File: src/rtl/text_console_writer.sv
// text_console_writer: character-stream front end for the text-mode display.
// Accepts ASCII bytes over a valid/ready handshake and tracks a cursor. It writes glyph codes
// into the screen RAM and handles CR, LF, backspace, line wrap, scroll-up and full clear.
// Ports:
//   clk, rst_n                 clock, synchronous active-low reset
//   in_valid/in_ready/in_char  byte input handshake (in_ready is combinational)
//   clr_req                    one-cycle pulse: clear screen and home the cursor
//   wr_en/wr_x/wr_y/wr_char    screen RAM write port (registered)
//   rd_x/rd_y/rd_char          screen RAM read port, used only while scrolling (1-cycle latency)
//   cursor_x/cursor_y          current cursor position
//   busy                       scrolling or clearing
module text_console_writer #(
  parameter int unsigned COLS  = 80,
  parameter int unsigned ROWS  = 30,
  parameter int unsigned XW    = 8,
  parameter int unsigned YW    = 7,
  parameter logic [7:0]  BLANK = 8'h20
) (
  input  logic          clk,
  input  logic          rst_n,
  input  logic          in_valid,
  output logic          in_ready,
  input  logic [7:0]    in_char,
  input  logic          clr_req,
  output logic          wr_en,
  output logic [XW-1:0] wr_x,
  output logic [YW-1:0] wr_y,
  output logic [7:0]    wr_char,
  output logic [XW-1:0] rd_x,
  output logic [YW-1:0] rd_y,
  input  logic [7:0]    rd_char,
  output logic [XW-1:0] cursor_x,
  output logic [YW-1:0] cursor_y,
  output logic          busy
);

  localparam logic [XW-1:0] LAST_X = XW'(COLS - 1);
  localparam logic [YW-1:0] LAST_Y = YW'(ROWS - 1);

  localparam logic [7:0] CH_BS = 8'h08;
  localparam logic [7:0] CH_LF = 8'h0A;
  localparam logic [7:0] CH_CR = 8'h0D;

  typedef enum logic [1:0] {
    S_IDLE,
    S_SCROLL_CP,
    S_SCROLL_CLR,
    S_CLEAR
  } state_t;

  state_t        r_state, w_state_nxt;
  logic [XW-1:0] r_cx, w_cx_nxt;
  logic [YW-1:0] r_cy, w_cy_nxt;
  logic          r_wr_en, w_wr_en_nxt;
  logic [XW-1:0] r_wr_x, w_wr_x_nxt;
  logic [YW-1:0] r_wr_y, w_wr_y_nxt;
  logic [7:0]    r_wr_char, w_wr_char_nxt;
  logic [XW-1:0] r_rd_x, w_rd_x_nxt;
  logic [YW-1:0] r_rd_y, w_rd_y_nxt;
  logic          r_rd_act, w_rd_act_nxt;   // a read address is being presented this cycle
  logic          r_pend, w_pend_nxt;       // rd_char this cycle answers last cycle's read
  logic [XW-1:0] r_px, w_px_nxt;           // address of last cycle's read
  logic [YW-1:0] r_py, w_py_nxt;
  logic [XW-1:0] r_clr_x, w_clr_x_nxt;     // blanking sweep position
  logic [YW-1:0] r_clr_y, w_clr_y_nxt;

  assign in_ready = (r_state == S_IDLE) & ~clr_req;
  assign busy     = (r_state != S_IDLE);
  assign wr_en    = r_wr_en;
  assign wr_x     = r_wr_x;
  assign wr_y     = r_wr_y;
  assign wr_char  = r_wr_char;
  assign rd_x     = r_rd_x;
  assign rd_y     = r_rd_y;
  assign cursor_x = r_cx;
  assign cursor_y = r_cy;

  // State register
  always_ff @(posedge clk) begin
    if (!rst_n) begin
      r_state   <= S_IDLE;
      r_cx      <= '0;
      r_cy      <= '0;
      r_wr_en   <= 1'b0;
      r_wr_x    <= '0;
      r_wr_y    <= '0;
      r_wr_char <= BLANK;
      r_rd_x    <= '0;
      r_rd_y    <= '0;
      r_rd_act  <= 1'b0;
      r_pend    <= 1'b0;
      r_px      <= '0;
      r_py      <= '0;
      r_clr_x   <= '0;
      r_clr_y   <= '0;
    end else begin
      r_state   <= w_state_nxt;
      r_cx      <= w_cx_nxt;
      r_cy      <= w_cy_nxt;
      r_wr_en   <= w_wr_en_nxt;
      r_wr_x    <= w_wr_x_nxt;
      r_wr_y    <= w_wr_y_nxt;
      r_wr_char <= w_wr_char_nxt;
      r_rd_x    <= w_rd_x_nxt;
      r_rd_y    <= w_rd_y_nxt;
      r_rd_act  <= w_rd_act_nxt;
      r_pend    <= w_pend_nxt;
      r_px      <= w_px_nxt;
      r_py      <= w_py_nxt;
      r_clr_x   <= w_clr_x_nxt;
      r_clr_y   <= w_clr_y_nxt;
    end
  end

  // Next-state and output decode
  always_comb begin
    w_state_nxt   = r_state;
    w_cx_nxt      = r_cx;
    w_cy_nxt      = r_cy;
    w_wr_en_nxt   = 1'b0;
    w_wr_x_nxt    = r_wr_x;
    w_wr_y_nxt    = r_wr_y;
    w_wr_char_nxt = r_wr_char;
    w_rd_x_nxt    = r_rd_x;
    w_rd_y_nxt    = r_rd_y;
    w_rd_act_nxt  = r_rd_act;
    w_pend_nxt    = 1'b0;
    w_px_nxt      = r_px;
    w_py_nxt      = r_py;
    w_clr_x_nxt   = r_clr_x;
    w_clr_y_nxt   = r_clr_y;

    unique case (r_state)
      S_IDLE: begin
        if (clr_req) begin
          w_state_nxt = S_CLEAR;
          w_cx_nxt    = '0;
          w_cy_nxt    = '0;
          w_clr_x_nxt = '0;
          w_clr_y_nxt = '0;
        end else if (in_valid) begin
          if (in_char >= 8'h20 && in_char <= 8'h7E) begin
            w_wr_en_nxt   = 1'b1;
            w_wr_x_nxt    = r_cx;
            w_wr_y_nxt    = r_cy;
            w_wr_char_nxt = in_char;
            if (r_cx == LAST_X) begin
              w_cx_nxt = '0;
              if (r_cy == LAST_Y) begin
                w_state_nxt  = S_SCROLL_CP;
                w_rd_x_nxt   = '0;
                w_rd_y_nxt   = YW'(1);
                w_rd_act_nxt = 1'b1;
              end else begin
                w_cy_nxt = r_cy + YW'(1);
              end
            end else begin
              w_cx_nxt = r_cx + XW'(1);
            end
          end else if (in_char == CH_CR) begin
            w_cx_nxt = '0;
          end else if (in_char == CH_LF) begin
            w_cx_nxt = '0;
            if (r_cy == LAST_Y) begin
              w_state_nxt  = S_SCROLL_CP;
              w_rd_x_nxt   = '0;
              w_rd_y_nxt   = YW'(1);
              w_rd_act_nxt = 1'b1;
            end else begin
              w_cy_nxt = r_cy + YW'(1);
            end
          end else if (in_char == CH_BS) begin
            // No reverse wrap: backspace at column 0 does nothing
            if (r_cx != '0) begin
              w_cx_nxt      = r_cx - XW'(1);
              w_wr_en_nxt   = 1'b1;
              w_wr_x_nxt    = r_cx - XW'(1);
              w_wr_y_nxt    = r_cy;
              w_wr_char_nxt = BLANK;
            end
          end
        end
      end

      // Raster read of rows 1..ROWS-1; each answer is written one row up on the following cycle
      S_SCROLL_CP: begin
        w_pend_nxt = r_rd_act;
        w_px_nxt   = r_rd_x;
        w_py_nxt   = r_rd_y;
        if (r_rd_act) begin
          if (r_rd_x == LAST_X) begin
            w_rd_x_nxt = '0;
            if (r_rd_y == LAST_Y) begin
              w_rd_act_nxt = 1'b0;
              w_rd_y_nxt   = '0;
            end else begin
              w_rd_y_nxt = r_rd_y + YW'(1);
            end
          end else begin
            w_rd_x_nxt = r_rd_x + XW'(1);
          end
        end
        if (r_pend) begin
          w_wr_en_nxt   = 1'b1;
          w_wr_x_nxt    = r_px;
          w_wr_y_nxt    = r_py - YW'(1);
          w_wr_char_nxt = rd_char;
        end
        // Reads finished: this is the drain cycle for the last answer
        if (!r_rd_act) begin
          w_state_nxt = S_SCROLL_CLR;
          w_clr_x_nxt = '0;
        end
      end

      S_SCROLL_CLR: begin
        w_wr_en_nxt   = 1'b1;
        w_wr_x_nxt    = r_clr_x;
        w_wr_y_nxt    = LAST_Y;
        w_wr_char_nxt = BLANK;
        if (r_clr_x == LAST_X) begin
          w_state_nxt = S_IDLE;
          w_clr_x_nxt = '0;
        end else begin
          w_clr_x_nxt = r_clr_x + XW'(1);
        end
      end

      S_CLEAR: begin
        w_wr_en_nxt   = 1'b1;
        w_wr_x_nxt    = r_clr_x;
        w_wr_y_nxt    = r_clr_y;
        w_wr_char_nxt = BLANK;
        if (r_clr_x == LAST_X) begin
          w_clr_x_nxt = '0;
          if (r_clr_y == LAST_Y) begin
            w_state_nxt = S_IDLE;
            w_clr_y_nxt = '0;
          end else begin
            w_clr_y_nxt = r_clr_y + YW'(1);
          end
        end else begin
          w_clr_x_nxt = r_clr_x + XW'(1);
        end
      end

      default: w_state_nxt = S_IDLE;
    endcase
  end

endmodule

File: config.mk
export PLATFORM = sky130hd
export DESIGN_NAME = text_console_writer
export DESIGN_NICKNAME = d
export VERILOG_FILES = /design/src/rtl/text_console_writer.sv
export SDC_FILE = /design/constraint.sdc
export NUM_CORES = 1
export LEC_CHECK = 0
export CAP_MARGIN = 20
export CORE_MARGIN = 8
export CORE_UTILIZATION = 54
export DETAILED_ROUTE_END_ITERATION = 7
export GPL_TIMING_DRIVEN = 0
export MAX_ROUTING_LAYER = met4
export PLACE_DENSITY = 0.84
export SYNTH_ARGS = -nofsm -noshare
export SYNTH_HDL_FRONTEND = slang
export SYNTH_SLANG_ARGS = --single-unit
File: constraint.sdc
create_clock -name clk -period 2.6 [get_ports clk]
set_input_delay 0.39 -clock clk [delete_from_list [all_inputs] [get_ports clk]]
set_output_delay 0.39 -clock clk [all_outputs]
set_load 0.05 [all_outputs]
==> flow_metrics.py, run 1 <==
metrics = {
    "outcome": {
        "status": "complete, no violations",
    },
    "final_layout": {
        "antennaDiodeCount": 0,
        "drive_gt1_share_pct": 8.62,
        "layout.nets": 723,
        "area_delta_synth_final_pct": 24.1,
    },
    "clocking": {
        "holdBufCountCts": 0,
        "htree_levels": 3,
        "numCtsBuffers": 9,
        "clk_pin_slew_ns": 0.09,
        "cts_tree": "yes",
        "clock_path_buffers": 2,
        "cts_root_buf": "clkbuf_8",
        "clk_latency_ns": 0.37,
        "cts_sinks": 88,
    },
    "sta": {
        "period_share_pct": 99.1,
        "min_period_ns": 2.58,
        "fmax_mhz": 388,
        "maxSlewViolCount": 0,
        "holdWs_ns": 0.469,
        "finalHoldViolCount": 0,
        "tightest_slew_ns": 0.698,
        "setup_viol": 0,
        "skew_ns": 0.0141,
        "slew_headroom_pct": 53.2,
    },
    "floorplan": {
        "fp.coreArea_sq_um": 8760,
        "die_w_um": 111,
        "rows": 34,
        "dieArea_sq_um": 12400,
        "start_util_pct": 55.8,
        "die_h_um": 111,
        "ios": 76,
    },
    "synthesis": {
        "netlist_instances": 606,
        "synth_cell_types": 64,
        "ys_seq_elements": 88,
        "yosys.area.top_type": "dfxtp_1",
        "netlist.area_leader.share_pct": 36.0,
        "avgSynthCellArea_sq_um": 8.07,
        "synth_area_sq_um": 4890,
        "synthArstFlopShare_pct": 0,
        "seq_area_frac_synth_pct": 36.0,
        "synth_edf_count": 0,
        "netlist_top_cells_area": "dfxtp_1 (36%), nand2_1 (6.8%), a21boi_0 (5.2%), o21ai_0 (3.4%), and3_1 (3.1%)",
        "ys.flop_type": "dfxtp_1",
        "ys_warn_count": 0,
        "synth_nets": 638,
    },
    "route": {
        "drtIter0Drc": 503,
        "routed_wl_um": 15300,
        "ant_nets": 0,
        "post_drt_wl_per_cell_um": 19.1,
        "drc_errors": 0,
        "first_pass_iters": 6,
        "vias": 5120,
        "viasPerCell": 6.37,
    },
    "min_path": {
        "hold_class": "flip-flop to flip-flop",
    },
    "power_and_ir_drop": {
        "leakage_nw": 2.21,
        "p_per_area_nw_per_um2": 491,
        "peakVddDrop_uv": 257,
        "power.total_mw": 2.98,
    },
    "global_route": {
        "first_global_vias": 4832,
        "antenna_found_initial": 0,
        "gr-total-overflow": 0,
        "grt_pass1_wl_um": 24600,
        "track_usage_pct": 24.3,
        "grt_max_degree": 16,
    },
    "setup_path": {
        "worstSetupPathType": "input port to flip-flop",
        "slowest_stage": "or4b_4",
        "required_ns": 2.89,
        "path_cells": "clkdlybuf4s50_1 > or4b_4 > a211oi_4 > o211ai_1 > and2_4 > buf_6 > or3_1 > a21boi_1",
        "critPathLaunchType": "input port",
        "cp.buffers_inverters": 2,
        "critical-path-max-stage-delay_ns": 0.56,
        "cp_top_family": "simple AND/OR/NAND/NOR gates",
        "arrival_ns": 2.87,
        "worstPathMaxFanout": 10,
        "worstSetupEndpointType": "flip-flop",
    },
    "place": {
        "portBuffers": 73,
        "gp_congestion": 0.948,
        "place_hpwl_um": 11300,
    },
    "flow_run": {
        "maxCapViolations": 0,
    },
}
## metal layers
layer	up-vias	wire, um	track usage, %
met4	0	302	9.24
met3	40	1430	4.60
met2	287	7240	38.5
met1	2419	6360	29.8
li1	2374	-	-
met5	-	0	-
## synth_stat cells, types with 11 or more instances
cell type	count
a21oi_1	19
xnor2_1	13
inv_1	13
nor3b_1	14
nand2_1	88
dfxtp_1	88
nor3_1	11
nand3_1	21
o21ai_0	33
ha_1	12
a21boi_0	34
clkbuf_1	33
and3_1	24
nor2b_1	11
or3_1	13
nor2_1	38
## layout make-up
type,instances,area [sq um]
clock buffers,11,141
fillers,727,2700
flip-flops and latches,88,1760
well taps,108,135
multi-input cells,465,3010
plain buffers,39,171
inverters,13,48.8
clock inverters,5,40.0
repair buffers,75,756
## worst paths after layout
kind,startpoint,endpoint,slack (ns),cells past startpoint
worst max register to register,cursor_x[0],wr_char[3],0.04,9
worst min-delay path,r_px[1],r_px[1],0.47,2
worst max-delay path,in_char[4],wr_char[3],0.02,8
worst min register to register,r_px[1],r_px[1],0.47,2
## sequential cells by signal (all words and copies together), names as in the netlist, 2 cells and up
register / cells
rd_x: 8
r_py: 7
wr_y: 7
wr_x: 8
rd_y: 7
wr_char: 8
r_clr_y: 7
r_px: 8
r_clr_x: 8
cursor_y: 7
cursor_x: 8
r_state: 2
## layout by cell type, fill, tap and decap left out, types with 8 or more instances in the layout
master,Yosys,final
xnor2_1,13,13
and3_1,24,24
a21oi_1,19,19
inv_1,13,13
clkbuf_8,0,10
a21boi_0,34,34
nor3_1,11,10
clkdlybuf4s50_1,0,67
nand2_1,88,87
nor3b_1,14,13
nor2_1,38,37
ha_1,12,10
dfxtp_1,88,86
nor2b_1,11,11
or3_1,13,13
nand4_1,8,8
o211ai_1,10,10
o21ai_0,33,33
nand3_1,21,21
xor2_1,10,10
clkbuf_1,33,26
## stage by stage
stage	cells	setup slack (ns)	instance area (sq um)	TNS (ns)	util (%)
after floorplan	606	0.0203	4890	0	-
after global placement	787	-0.715	5760	-11.11	65.7
after detailed placement	787	-0.785	5760	-12.07	65.7
after CTS	803	0.00835	6000	0	68.4
after global routing	804	-0.0242	6070	-0.0529	69.2
final	804	0.0223	6070	0	69.2
## cells by family (layout without fill, tap and decap cells)
family,Yosys count,in the layout,synth area share (%)
AOI/OAI and AO/OA,168,168,24.7
xor gates and xnor gates,23,23,4.12
adders and majority gates,12,12,3.07
buffers and inverters,53,143,4.30
DFF,88,88,36.0
muxes,6,6,1.23
and+or+nand+nor,256,256,26.6
## timing repair
item,CTS,global route
gates cloned,0,0
gates resized for setup,17,27
pin swaps,1,5
setup endpoints to repair,21,34
buffers inserted,0,2
## tightest hold or removal path, stage by stage, from the launching register on
cell and delay (ns):
dfxtp_1 0.31, nand2_1 0.05, a21boi_0 0.06
## where the power goes
group	switching (mW)	total (mW)	internal, mW
sequential	0.0351	1.42	1.39
clock	0.525	0.904	0.379
combinational	0.427	0.653	0.225
No activity file was read; power rests on OpenSTA's default activity.
==> run 2, diff against run 1 <==
Settings changed: CORE_UTILIZATION 54 to 30, PLACE_DENSITY 0.84 to 0.54.
==> flow_metrics.py, run 2 (synthesis gave the netlist of run 1 again) <==
metrics = {
    "route": {
        "routed_wl_um": 16700,
        "vias": 4946,
        "drc_errors": 0,
        "ant_nets": 0,
        "met2WireLength_um": 7640,
        "post_drt_wl_per_cell_um": 18.3,
        "drtIter0Drc": 431,
        "met1Wirelength_um": 7760,
        "wl_met3_um": 1030,
        "viasPerCell": 5.42,
        "first_pass_iters": 5,
        "maxUsedRoutingLayer": "met4",
    },
    "floorplan": {
        "fp.coreArea_sq_um": 15900,
        "ios": 76,
        "dieArea_sq_um": 20600,
        "die_h_um": 144,
        "rows": 46,
        "die_w_um": 144,
        "start_util_pct": 30.8,
    },
    "clocking": {
        "clock_path_buffers": 2,
        "numCtsBuffers": 9,
        "clk_latency_ns": 0.35,
        "cts_root_buf": "clkbuf_16",
        "holdBufCountCts": 0,
        "cts_sinks": 88,
        "clk_pin_slew_ns": 0.07,
        "htree_levels": 3,
        "cts_tree": "yes",
    },
    "sta": {
        "holdWs_ns": 0.449,
        "maxSlewViolCount": 0,
        "setup_viol": 0,
        "min_period_ns": 2.55,
        "finalHoldViolCount": 0,
        "rsz0062_at_grt": "true",
        "skew_ns": 0.00977,
        "period_share_pct": 98.0,
        "fmax_mhz": 392,
        "slew_headroom_pct": 52.5,
        "tightest_slew_ns": 0.708,
        "tns_ns": 0,
    },
    "setup_path": {
        "arrival_ns": 2.78,
        "worstSetupEndpointType": "flip-flop",
        "critPathLaunchType": "input port",
        "crit_path_start": "clr_req",
        "regToRegSetupSlack_ns": 0.10,
        "endpoint": "wr_x[1]",
        "worstSetupPathType": "input port to flip-flop",
        "r2r_start": "cursor_x[0]",
        "r2r-end": "wr_x[1]",
        "required_ns": 2.83,
        "r2r_cells": 9,
        "worstPathMaxFanout": 10,
    },
    "place": {
        "place_hpwl_um": 12500,
        "portBuffers": 73,
        "gp_congestion": 0.894,
        "placed_area_sq_um": 5890,
        "dp_cells": 895,
    },
    "global_route": {
        "grt_max_degree": 15,
        "track_usage_pct": 16.8,
        "antenna_found_initial": 0,
        "grt_pass1_wl_um": 26200,
        "gr-total-overflow": 0,
        "first_global_vias": 4712,
    },
    "power_and_ir_drop": {
        "p_per_area_nw_per_um2": 570,
        "power.total_mw": 3.63,
        "leakage_nw": 2.29,
        "peakVddDrop_uv": 419,
    },
    "final_layout": {
        "fin_cells": 913,
        "layout.nets": 724,
        "drive_gt1_share_pct": 8.90,
        "layout_common_cells": "nand2_1 (87), dfxtp_1 (86), clkdlybuf4s50_1 (68)",
        "design_area_sq_um": 6370,
        "area_delta_synth_final_pct": 30.3,
        "antennaDiodeCount": 0,
        "mostFrequentLayoutCell": "nand2_1",
    },
    "min_path": {
        "hold_class": "flip-flop to flip-flop",
    },
    "flow_run": {
        "maxCapViolations": 0,
    },
    "outcome": {
        "status": "complete, no violations",
    },
}
-- run 2: cell type report --
class,instances,area (sq um)
clock inverters,5,104
multi-input cells,465,3020
well taps,216,270
flip-flops and latches,88,1760
clock buffers,11,243
inverters,13,48.8
repair buffers,77,757
fillers,1616,9510
plain buffers,38,169
-- run 2: how the worst min path moves through the flow --
stage                    start    endpoint  depth (start not counted)
floorplan              r_px[2]     r_px[2]                          2
global placement    wr_char[3]  wr_char[3]                          2
detailed placement  wr_char[3]  wr_char[3]                          2
CTS                 wr_char[3]  wr_char[3]                          2
global route        wr_char[3]  wr_char[3]                          2
finish              wr_char[3]  wr_char[3]                          2
-- run 2: power breakdown --
part           internal (mW)  switching [mW]  total [mW]
logic                  0.231           0.435       0.666
clock network          0.967           0.574        1.54
registers               1.39          0.0356        1.42
-- run 2: critical path, stage by stage --
cell,delay [ns]
clkdlybuf4s50_1,0.59
or3_1,0.48
inv_1,0.20
o211ai_1,0.23
and2_4,0.25
buf_6,0.14
a2111oi_4,0.39
nor2_1,0.09
-- run 2: per-layer routing --
layer | vias up | track usage [%]
li1 | 2380 | -
met1 | 2396 | 21.9
met2 | 151 | 25.6
met3 | 19 | 3.58
met4 | 0 | 5.04
met5 | - | -
-- run 2: timing repair --
action                                  in CTS  in global routing
setup buffers                                1                  3
gates resized for setup                     23                 19
pin swaps                                    2                  5
endpoints found under the setup margin      31                 39
-- run 2: through the flow --
| step | utilization [%] | setup slack [ns] |
|---|---|---|
| after detailed placement | 37.1 | -0.817 |
| after global placement | 37.1 | -0.791 |
| after floorplan | - | 0.0203 |
| final | 40.1 | 0.0517 |
| after CTS | 39.7 | 0.00341 |
| after global routing | 40.1 | -0.0157 |
==> run 3, diff against run 2 <==
Settings changed: CORE_ASPECT_RATIO set to 0.6.
==> flow_metrics.py, run 3 (synthesis gave the netlist of run 1 again) <==
metrics = {
    "clocking": {
        "clk_latency_ns": 0.35,
        "cts_sinks": 88,
        "clk_pin_slew_ns": 0.07,
        "holdBufCountCts": 0,
        "numCtsBuffers": 9,
        "cts_root_buf": "clkbuf_16",
        "cts_tree": "yes",
        "clock_path_buffers": 2,
        "htree_levels": 3,
    },
    "global_route": {
        "gr-total-overflow": 0,
        "first_global_vias": 4673,
        "grt_pass1_wl_um": 26800,
        "track_usage_pct": 16.7,
        "antenna_found_initial": 0,
        "grt_max_degree": 15,
    },
    "route": {
        "vias": 5005,
        "ant_nets": 0,
        "post_drt_wl_per_cell_um": 18.8,
        "routed_wl_um": 17000,
        "drc_errors": 0,
        "viasPerCell": 5.54,
        "drtIter0Drc": 471,
        "first_pass_iters": 5,
    },
    "min_path": {
        "hold_class": "flip-flop to flip-flop",
        "hold_depth": 2,
        "min_to": "wr_char[4]",
        "worst_hold_startpoint": "wr_char[4]",
    },
    "setup_path": {
        "r2r_cells": 9,
        "worstPathMaxFanout": 9,
        "cp.buffers_inverters": 2,
        "slowest_stage": "or3b_2",
        "regToRegSetupSlack_ns": 0.07,
        "arrival_ns": 2.76,
        "r2r_start": "cursor_x[1]",
        "path_cells": "clkbuf_2 > inv_1 > ha_1 > or3b_2 > or3_1 > nor2_1 > xor2_1 > a221oi_1 > a21oi_1",
        "worstSetupEndpointType": "flip-flop",
        "r2r-end": "wr_x[6]",
        "worstSetupPathType": "flip-flop to flip-flop",
        "required_ns": 2.83,
        "cp_top_family": "simple AND/OR/NAND/NOR gates",
        "critPathLaunchType": "flip-flop",
        "critical-path-max-stage-delay_ns": 0.53,
    },
    "sta": {
        "holdWs_ns": 0.456,
        "min_period_ns": 2.53,
        "maxSlewViolCount": 0,
        "tightest_slew_ns": 0.690,
        "slew_headroom_pct": 53.7,
        "worst_slack_ns": 0.0679,
        "skew_ns": 0.00941,
        "finalHoldViolCount": 0,
        "setup_viol": 0,
        "period_share_pct": 97.4,
        "fmax_mhz": 395,
    },
    "floorplan": {
        "die_w_um": 181,
        "die_h_um": 115,
        "start_util_pct": 30.4,
        "ios": 76,
        "dieArea_sq_um": 20800,
        "rows": 36,
        "fp.coreArea_sq_um": 16100,
    },
    "place": {
        "placed_area_sq_um": 5880,
        "portBuffers": 73,
        "place_hpwl_um": 13000,
        "dp_slack_ns": -0.505,
        "gp_congestion": 0.895,
    },
    "final_layout": {
        "design_area_sq_um": 6340,
        "area_delta_synth_final_pct": 29.5,
        "layout_common_cells": "nand2_1 (87), dfxtp_1 (85), clkdlybuf4s50_1 (69)",
        "layout.nets": 722,
        "post-route-util_pct": 39.4,
        "drive_gt1_share_pct": 8.78,
        "antennaDiodeCount": 0,
        "mostFrequentLayoutCell": "nand2_1",
    },
    "power_and_ir_drop": {
        "switching_share_pct": 28.8,
        "p_per_area_nw_per_um2": 557,
        "leakage_nw": 2.28,
        "p_seq_share_pct": 40.4,
        "power.total_mw": 3.53,
        "peakVddDrop_uv": 289,
        "pwr-share-comb_pct": 18.8,
        "p_int_mw": 2.51,
        "pwr-share-clk_pct": 40.9,
        "power.switching_mw": 1.02,
    },
    "outcome": {
        "status": "complete, no violations",
    },
    "flow_run": {
        "maxCapViolations": 0,
    },
}
==> run 3: cell count changes in the layout (fill, tap and decap cells not counted), moves of 2 or more <==
| cell | before | now |
|---|---|---|
| clkbuf_4 | 0 | 2 |
| dlygate4sd2_1 | 2 | 0 |
| a221oi_2 | 2 | 0 |
| a221oi_1 | 5 | 7 |
| buf_4 | 4 | 2 |
| clkbuf_1 | 25 | 23 |
==> run 3: area by class of cell <==
class | instances | area, sq um
flip-flops and latches | 88 | 1770
clock buffers | 12 | 256
clock inverters | 4 | 76.3
multi-input cells | 465 | 3010
well taps | 209 | 262
fillers | 1632 | 9740
plain buffers | 38 | 170
inverters | 13 | 48.8
repair buffers | 75 | 747
==> run 3: what timing repair did <==
| item | in CTS | in global routing |
|---|---|---|
| gates resized for setup | 15 | 30 |
| setup endpoints to repair | 35 | 46 |
| pin swaps | 2 | 1 |
| setup buffers | 1 | 1 |
==> run 3: routing by layer <==
metal  GRT usage (%)  up-vias  part of all wire, %
li1                -     2380                    -
met1            24.9     2415                   53
met2            21.4      191                   39
met3            3.79       19                  6.9
met4            4.82        0                  1.3
met5               -        -                    0
==> run 3: power by group through the flow <==
stage,combinational (mW),sequential (mW),clock [mW]
finish,0.663,1.43,1.44
global route,0.709,1.43,1.54
CTS,0.647,1.42,1.48
detailed placement,0.637,1.45,0
global placement,0.633,1.45,0
floorplan,0.299,1.56,0
==> run 3: how the worst max path moves through the flow <==
stage / startpoint / endpoint / cells past startpoint
2_1_floorplan: cursor_x[0] / wr_x[1] / 9
3_3_place_gp: in_char[0] / wr_x[1] / 8
3_5_place_dp: in_char[1] / wr_x[1] / 8
4_1_cts: clr_req / in_ready / 4
5_1_grt: cursor_x[1] / wr_x[6] / 9
6_report: cursor_x[1] / wr_x[6] / 9
==> run 3: through the flow <==
| stage | TNS (ns) | cells |
|---|---|---|
| 2_1_floorplan | 0 | 606 |
| 3_3_place_gp | -11.04 | 888 |
| 3_5_place_dp | -11.66 | 888 |
| 4_1_cts | 0 | 905 |
| 5_1_grt | -0.0000602 | 904 |
| 6_report | 0 | 904 |
==> run 3: worst register-to-register path: cells and delay by family, from the launching register on <==
kind                       cells  cell delay, ns
AOI/OAI and AO/OA              2            0.47
DFF                            1            0.33
adders and majority gates      1            0.22
xor gates and xnor gates       1            0.09
buffers and inverters          2            0.27
and+or+nand+nor                3            1.04
